==> config.mk <==
export PLATFORM = sky130hd
export DESIGN_NAME = div_issue_ctrl_flat
export DESIGN_NICKNAME = d
export VERILOG_FILES = /design/src/rtl/div_issue_ctrl_pkg.sv /design/src/rtl/div_issue_ctrl_if.sv /design/src/rtl/div_issue_ctrl_hilo_regs.sv /design/src/rtl/div_issue_ctrl.sv /design/src/flat_wrapper.sv
export SDC_FILE = /design/constraint.sdc
export NUM_CORES = 1
export LEC_CHECK = 0
export CORE_UTILIZATION = 36
export CTS_BUF_LIST = sky130_fd_sc_hd__clkbuf_4
export CTS_CLUSTER_DIAMETER = 40
export DETAILED_ROUTE_END_ITERATION = 8
export PLACE_DENSITY_LB_ADDON = 0.1
export SYNTH_ARGS = -nofsm -noshare
export SYNTH_HDL_FRONTEND = slang
export SYNTH_SLANG_ARGS = --single-unit
export TNS_END_PERCENT = 30
==> constraint.sdc <==
create_clock -name clk -period 1.7 [get_ports clk]
set_input_delay 0.255 -clock clk [delete_from_list [all_inputs] [get_ports clk]]
set_output_delay 0.255 -clock clk [all_outputs]
set_load 0.005 [all_outputs]
==> src/rtl/div_issue_ctrl_pkg.sv <==
// Shared types for the DIV issue controller.
//   state_t    : issue FSM states
//   CAUSE_DIV0 : exception cause, divider reported divide-by-zero
//   CAUSE_TMO  : exception cause, watchdog expired
package div_ctrl_pkg;

  typedef enum logic [1:0] {
    IDLE = 2'd0,
    WAIT = 2'd1,
    DONE = 2'd2,
    EXC  = 2'd3
  } state_t;

  localparam logic CAUSE_DIV0 = 1'b0;
  localparam logic CAUSE_TMO  = 1'b1;

endpackage

==> src/rtl/div_issue_ctrl_if.sv <==
// DivCtrl/DivDone handshake between the issue controller and the divider.
//   master (issue side) : drives div_a, div_b, DivCtrl; receives DivDone, Div0, HI, LO
//   slave  (divider)    : the mirror image
interface div_issue_ctrl_if #(
  parameter int unsigned DATA_W = 32
);

  logic [DATA_W-1:0] div_a;
  logic [DATA_W-1:0] div_b;
  logic              DivCtrl;
  logic              DivDone;
  logic              Div0;
  logic [DATA_W-1:0] HI;
  logic [DATA_W-1:0] LO;

  modport master (
    output div_a, div_b, DivCtrl,
    input  DivDone, Div0, HI, LO
  );

  modport slave (
    input  div_a, div_b, DivCtrl,
    output DivDone, Div0, HI, LO
  );

endinterface

==> src/rtl/div_issue_ctrl_hilo_regs.sv <==
// Architectural HI/LO register pair.
//   clk, reset      : clock, synchronous active-high reset (clears to 0)
//   commit          : load hi_in/lo_in (divider result); wins over MTHI/MTLO
//   hi_in, lo_in    : divider remainder / quotient
//   mthi, mtlo      : CPU write strobes for hi_q / lo_q from mt_data
//   mt_data         : MTHI/MTLO data
//   hi_q, lo_q      : registered HI/LO
module hilo_regs #(
  parameter int unsigned DATA_W = 32
) (
  input  logic              clk,
  input  logic              reset,
  input  logic              commit,
  input  logic [DATA_W-1:0] hi_in,
  input  logic [DATA_W-1:0] lo_in,
  input  logic              mthi,
  input  logic              mtlo,
  input  logic [DATA_W-1:0] mt_data,
  output logic [DATA_W-1:0] hi_q,
  output logic [DATA_W-1:0] lo_q
);

  // Commit and MTHI/MTLO are mutually exclusive by FSM state; priority kept anyway.
  always_ff @(posedge clk) begin
    if (reset) begin
      hi_q <= '0;
      lo_q <= '0;
    end else if (commit) begin
      hi_q <= hi_in;
      lo_q <= lo_in;
    end else begin
      if (mthi) hi_q <= mt_data;
      if (mtlo) lo_q <= mt_data;
    end
  end

endmodule

==> src/rtl/div_issue_ctrl.sv <==
// Initiator side of the DivCtrl/DivDone divider handshake.
// Latches operands on start, runs the divider until DivDone/Div0 (or watchdog
// timeout), commits HI/LO and pulses op_done or div_exc for one cycle.
//   clk, reset        : clock, synchronous active-high reset
//   start, op_a, op_b : DIV request and operands (accepted in IDLE only)
//   div               : divider handshake (div_a, div_b, DivCtrl / DivDone, Div0, HI, LO)
//   busy              : operation in flight
//   op_done           : one-cycle pulse, HI/LO committed
//   div_exc, exc_tmo  : one-cycle abort pulse and its cause (1=timeout, 0=Div0)
//   mthi, mtlo, mt_data : CPU writes of HI/LO (IDLE only, dropped if start)
//   hi_q, lo_q        : architectural HI/LO
// Build option: define DIV_WATCHDOG_EN to enable the WAIT timeout.
module div_issue_ctrl
  import div_ctrl_pkg::*;
#(
  parameter int unsigned DATA_W         = 32,
  parameter int unsigned TIMEOUT_CYCLES = 64,
  parameter int unsigned CNT_W          = 7
) (
  input  logic              clk,
  input  logic              reset,
  input  logic              start,
  input  logic [DATA_W-1:0] op_a,
  input  logic [DATA_W-1:0] op_b,
  div_issue_ctrl_if.master  div,
  output logic              busy,
  output logic              op_done,
  output logic              div_exc,
  output logic              exc_tmo,
  input  logic              mthi,
  input  logic              mtlo,
  input  logic [DATA_W-1:0] mt_data,
  output logic [DATA_W-1:0] hi_q,
  output logic [DATA_W-1:0] lo_q
);

  state_t            state_q, state_d;
  logic [DATA_W-1:0] div_a_q, div_b_q;
  logic              busy_q, divctrl_q, op_done_q, div_exc_q, exc_tmo_q;
  logic              busy_d, divctrl_d, op_done_d, div_exc_d, exc_tmo_d;
  logic              cause_d;
  logic              opnd_load_c;
  logic              commit_c;
  logic              mthi_wr_c;
  logic              mtlo_wr_c;

`ifdef DIV_WATCHDOG_EN
  logic [CNT_W-1:0]  count_q;
  logic              timeout_c;

  assign timeout_c = (count_q == CNT_W'(TIMEOUT_CYCLES - 1));

  // WAIT-cycle counter, cleared when an operation is accepted.
  always_ff @(posedge clk) begin
    if (reset) begin
      count_q <= '0;
    end else if (opnd_load_c) begin
      count_q <= '0;
    end else if (state_q == WAIT) begin
      count_q <= count_q + CNT_W'(1);
    end
  end
`else
  logic unused_cfg;
  assign unused_cfg = ^{32'(TIMEOUT_CYCLES), 32'(CNT_W)};
`endif

  // Next state and next registered outputs.
  always_comb begin
    state_d     = state_q;
    cause_d     = CAUSE_DIV0;
    opnd_load_c = 1'b0;
    commit_c    = 1'b0;
    mthi_wr_c   = 1'b0;
    mtlo_wr_c   = 1'b0;

    case (state_q)
      IDLE: begin
        if (start) begin
          state_d     = WAIT;
          opnd_load_c = 1'b1;
        end else begin
          mthi_wr_c = mthi;
          mtlo_wr_c = mtlo;
        end
      end
      WAIT: begin
        // Div0 outranks DivDone so a faulting result is never committed.
        if (div.Div0) begin
          state_d = EXC;
          cause_d = CAUSE_DIV0;
        end else if (div.DivDone) begin
          state_d  = DONE;
          commit_c = 1'b1;
        end
`ifdef DIV_WATCHDOG_EN
        else if (timeout_c) begin
          state_d = EXC;
          cause_d = CAUSE_TMO;
        end
`endif
      end
      DONE:    state_d = IDLE;
      EXC:     state_d = IDLE;
      default: state_d = IDLE;
    endcase

    busy_d    = (state_d != IDLE);
    divctrl_d = (state_d == WAIT);
    op_done_d = (state_d == DONE);
    div_exc_d = (state_d == EXC);
    exc_tmo_d = (state_d == EXC) && (cause_d == CAUSE_TMO);
  end

  // State, operand latch and output registers.
  always_ff @(posedge clk) begin
    if (reset) begin
      state_q   <= IDLE;
      div_a_q   <= '0;
      div_b_q   <= '0;
      busy_q    <= 1'b0;
      divctrl_q <= 1'b0;
      op_done_q <= 1'b0;
      div_exc_q <= 1'b0;
      exc_tmo_q <= 1'b0;
    end else begin
      state_q <= state_d;
      if (opnd_load_c) begin
        div_a_q <= op_a;
        div_b_q <= op_b;
      end
      busy_q    <= busy_d;
      divctrl_q <= divctrl_d;
      op_done_q <= op_done_d;
      div_exc_q <= div_exc_d;
      exc_tmo_q <= exc_tmo_d;
    end
  end

  assign div.div_a   = div_a_q;
  assign div.div_b   = div_b_q;
  assign div.DivCtrl = divctrl_q;
  assign busy        = busy_q;
  assign op_done     = op_done_q;
  assign div_exc     = div_exc_q;
  assign exc_tmo     = exc_tmo_q;

  hilo_regs #(
    .DATA_W(DATA_W)
  ) u_hilo (
    .clk     (clk),
    .reset   (reset),
    .commit  (commit_c),
    .hi_in   (div.HI),
    .lo_in   (div.LO),
    .mthi    (mthi_wr_c),
    .mtlo    (mtlo_wr_c),
    .mt_data (mt_data),
    .hi_q    (hi_q),
    .lo_q    (lo_q)
  );

endmodule

==> src/flat_wrapper.sv <==
// flat-port wrapper written by rule: the top's interface ports become plain ports
module div_issue_ctrl_flat import div_ctrl_pkg::*;
#(
  parameter int unsigned DATA_W         = 32,
  parameter int unsigned TIMEOUT_CYCLES = 64,
  parameter int unsigned CNT_W          = 7
)
  (clk, reset, start, op_a, op_b, busy, op_done, div_exc, exc_tmo, mthi, mtlo, mt_data, hi_q, lo_q, div_div_a, div_div_b, div_DivCtrl, div_DivDone, div_Div0, div_HI, div_LO);
  div_issue_ctrl_if #(.DATA_W(DATA_W)) div_i ();
  input  logic clk;
  input  logic reset;
  input  logic start;
  input  logic [DATA_W-1:0] op_a;
  input  logic [DATA_W-1:0] op_b;
  output logic busy;
  output logic op_done;
  output logic div_exc;
  output logic exc_tmo;
  input  logic mthi;
  input  logic mtlo;
  input  logic [DATA_W-1:0] mt_data;
  output logic [DATA_W-1:0] hi_q;
  output logic [DATA_W-1:0] lo_q;
  output wire logic [$bits(div_i.div_a)-1:0] div_div_a;
  output wire logic [$bits(div_i.div_b)-1:0] div_div_b;
  output wire logic [$bits(div_i.DivCtrl)-1:0] div_DivCtrl;
  input wire logic [$bits(div_i.DivDone)-1:0] div_DivDone;
  input wire logic [$bits(div_i.Div0)-1:0] div_Div0;
  input wire logic [$bits(div_i.HI)-1:0] div_HI;
  input wire logic [$bits(div_i.LO)-1:0] div_LO;
  assign div_div_a = div_i.div_a;
  assign div_div_b = div_i.div_b;
  assign div_DivCtrl = div_i.DivCtrl;
  assign div_i.DivDone = div_DivDone;
  assign div_i.Div0 = div_Div0;
  assign div_i.HI = div_HI;
  assign div_i.LO = div_LO;
  div_issue_ctrl #(.DATA_W(DATA_W), .TIMEOUT_CYCLES(TIMEOUT_CYCLES), .CNT_W(CNT_W)) u_core (.clk(clk), .reset(reset), .start(start), .op_a(op_a), .op_b(op_b), .div(div_i), .busy(busy), .op_done(op_done), .div_exc(div_exc), .exc_tmo(exc_tmo), .mthi(mthi), .mtlo(mtlo), .mt_data(mt_data), .hi_q(hi_q), .lo_q(lo_q));
endmodule
==> impl_metrics.tcl <==
set metrics [dict create \
    hold_violations 0 \
    via_per_inst 5.12 \
    fp.dieW_um 124 \
    path_cells "clkdlybuf4s50_1" \
    setup_violations 0 \
    crit_path_end_kind "output pin" \
    initial_core_util 0.368 \
    worst-path-buf-inv 1 \
    final_layout_size_suffix_gt1_frac 0.190 \
    hold_start "reset" \
    fin_area_sq_um 9170 \
    finalWirelength_um 18500 \
    cts_sinks 134 \
    io_buffers 298 \
    area.growth.synth_to_final_pct 71.5 \
    pre_cts_ws_ns -0.340 \
    clk_root_buffer_cell "clkbuf_4" \
    grt_pass1_vias 5434 \
    filler_cell_count 1271 \
    synth.largest_area_cell "dfxtp_1" \
    tritoncts "yes" \
    worst_path_max_delay_cell "clkdlybuf4s50_1" \
    wl_per_cell_um 16.4 \
    ff_latch_area_sq_um 2780 \
    hp-class "in -> reg" \
    grt_max_degree 65 \
    multiInputGateArea_sq_um 2420 \
    ys_seq_area_frac 0.502 \
    cts-buffers-inserted 17 \
    num_vias 5763 \
    worstMarginPinSlew_ns 0.507 \
    syn_area_per_cell_sq_um 8.37 \
    coreArea_sq_um 14500 \
    finalClockSkew_ns 0.0198 \
    firstDrtPassIters 5 \
    syn-instance-count 639 \
    placed_area_sq_um 8680 \
    synth.area.top_cells "dfxtp_1, nand2_1, a311oi_2" \
    status "finished, final reports clean" \
    cp.arrival_ns 1.37 \
    crit_family "buffers and inverters" \
    p_per_area_nw_per_um2 803 \
    die_h_um 124 \
    post-route-drc-count 0 \
    critPathMaxFanout 2 \
    ys_ff_latch 134 \
    layout_commonest_cell "nand2_1" \
    h-tree-depth 4 \
    syn_area_sq_um 5350 \
    max_cap_viol_count 0 \
    clk_pin_slew_ns 0.11 \
    antenna_found_initial 1 \
    dieArea_sq_um 15300 \
    final_cell_mix "nand2_1, clkdlybuf4s50_1, dfxtp_2" \
    clk-insertion-delay-late_ns 0.55 \
    yosysWarnings 0 \
    r2r_cells 5 \
    p_leak_uw 0.00459 \
    synth_cell_types 29 \
    gp_congestion 0.855 \
    slew-limit-headroom 0.662 \
    grt_pass1_wl_um 26600 \
    min_to "u_core.op_done$_SDFF_PP0_" \
    first_iter_violations 321 \
    final_max_slew_viol_count 0 \
    path_class "reg -> out" \
    ant_nets 0 \
    worstReg2RegEnd "u_core.u_hilo.lo_q[6]$_SDFFE_PP0P_" \
    hold_depth 2 \
    clock_path_buffers 2 \
    required_ns 1.44 \
    vdd_ir_drop_max_mv 0.330 \
    postCtsHoldBufs 0 \
    final.min_clock_period_ns 1.63 \
    rsz0062_at_grt "yes" \
    critPathLaunchType "register" \
    io-pin-count 300 \
    setup_tns_ns 0 \
    rows 44 \
    layout.nets 1094 \
    post-route-period-util 0.957 \
    dp_hpwl_um 13400 \
    yosysTopAreaCellShare 0.502 \
    r2r_slack_ns 0.09 \
    r2r_start "u_core.state_q[0]$_SDFF_PP0_" \
    overflow 0 \
    clock.fmax_ghz 0.615 \
    critPathMaxStageDelay_ns 0.49 \
    grt_usage 0.230 \
    synthesis.nets 806 \
    setup_slack_ns 0.0732 \
]
Yosys cell counts:
master	instances
nand2_1	226
dfxtp_1	134
a21oi_1	70
nor3_1	50
clkbuf_1	47
a311oi_2	30
a311oi_1	28
nor2_1	11
buf_2	8
a22oi_1	6
nand3_1	6
buf_6	3
buf_4	2
inv_1	2
nor4b_2	2
a31oi_1	1
and2_1	1
and3_1	1
and4bb_1	1
buf_1	1
conb_1	1
nand2_2	1
nand4bb_1	1
nor3b_1	1
o21a_1	1
o21ai_0	1
or2_1	1
or3b_1	1
or4b_1	1
how the worst max path moves through the flow:
| stage | endpoint | startpoint | depth (start not counted) | slack [ns] |
|---|---|---|---|---|
| finish | hi_q[14] | u_core.u_hilo.hi_q[14]$_SDFFE_PP0P_ | 1 | 0.07 |
| global route | u_core.u_hilo.lo_q[6]$_SDFFE_PP0P_ | u_core.state_q[0]$_SDFF_PP0_ | 5 | -0.02 |
| CTS | div_div_a[19] | u_core.div.div_a[19]$_SDFFE_PP0P_ | 1 | 0.0001 |
| detailed placement | u_core.u_hilo.lo_q[17]$_SDFFE_PP0P_ | start | 6 | -0.34 |
| global placement | u_core.u_hilo.lo_q[3]$_SDFFE_PP0P_ | start | 6 | -0.23 |
| floorplan | u_core.u_hilo.hi_q[29]$_SDFFE_PP0P_ | u_core.state_q[0]$_SDFF_PP0_ | 6 | 0.08 |
cell type report:
type / instances / share of cell area
Inverter: 2 / 0.000818
Timing Repair Buffer: 330 / 0.374
Clock buffer: 18 / 0.0147
Clock inverter: 14 / 0.0175
Multi-Input combinational cell: 442 / 0.264
Antenna cell: 1 / 0.000273
Tap cell: 184 / 0.0251
Sequential cell: 134 / 0.303
flip-flops by register name, summed over array words and instances, names as in the netlist:
name,count
u_core.busy,1
u_core.div.DivCtrl,1
u_core.div.div_a,32
u_core.div.div_b,32
u_core.div_exc,1
u_core.op_done,1
u_core.state_q,2
u_core.u_hilo.hi_q,32
u_core.u_hilo.lo_q,32
power by group:
| group | total [uW] | leakage (uW) | switching, uW | internal (uW) |
|---|---|---|---|---|
| registers | 3530 | 0.00113 | 124 | 3400 |
| logic | 1650 | 0.00331 | 713 | 938 |
| clock network | 2190 | 0.000151 | 1170 | 1020 |
| total | 7370 | 0.00459 | 2010 | 5360 |
metal layers:
metal / track usage / share of wire / vias up
met5: 0 / 0 / -
met4: 0.100 / 0.027 / 0
met3: 0.0897 / 0.098 / 35
met2: 0.392 / 0.49 / 263
met1: 0.251 / 0.39 / 2680
li1: - / - / 2785
what timing repair did:
action | 4_1_cts | 5_1_grt
setup buffers | 0 | 1
endpoints found under the setup margin | 86 | 96
pin swaps | 0 | 1
resized for setup | 103 | 109
cells by family (layout without fill, tap and decap cells):
family | count (synthesis) | count (layout) | synth area share
compound gates | 137 | 137 | 0.208
flops | 134 | 134 | 0.502
other cells | 1 | 2 | 0.000701
buf+inv | 63 | 364 | 0.0517
simple gates | 304 | 304 | 0.238
metrics by stage:
step	util	total power [uW]	std cells	hold WS (ns)
floorplan	-	4220	639	0.362
CTS	0.615	7450	1123	0.107
finish	0.631	7370	1125	0.155
global route	0.631	7750	1125	0.133
detailed placement	0.597	5340	1091	0.446
global placement	0.597	5300	1091	0.442
Note: power is estimated with default switching activity, not from simulation.
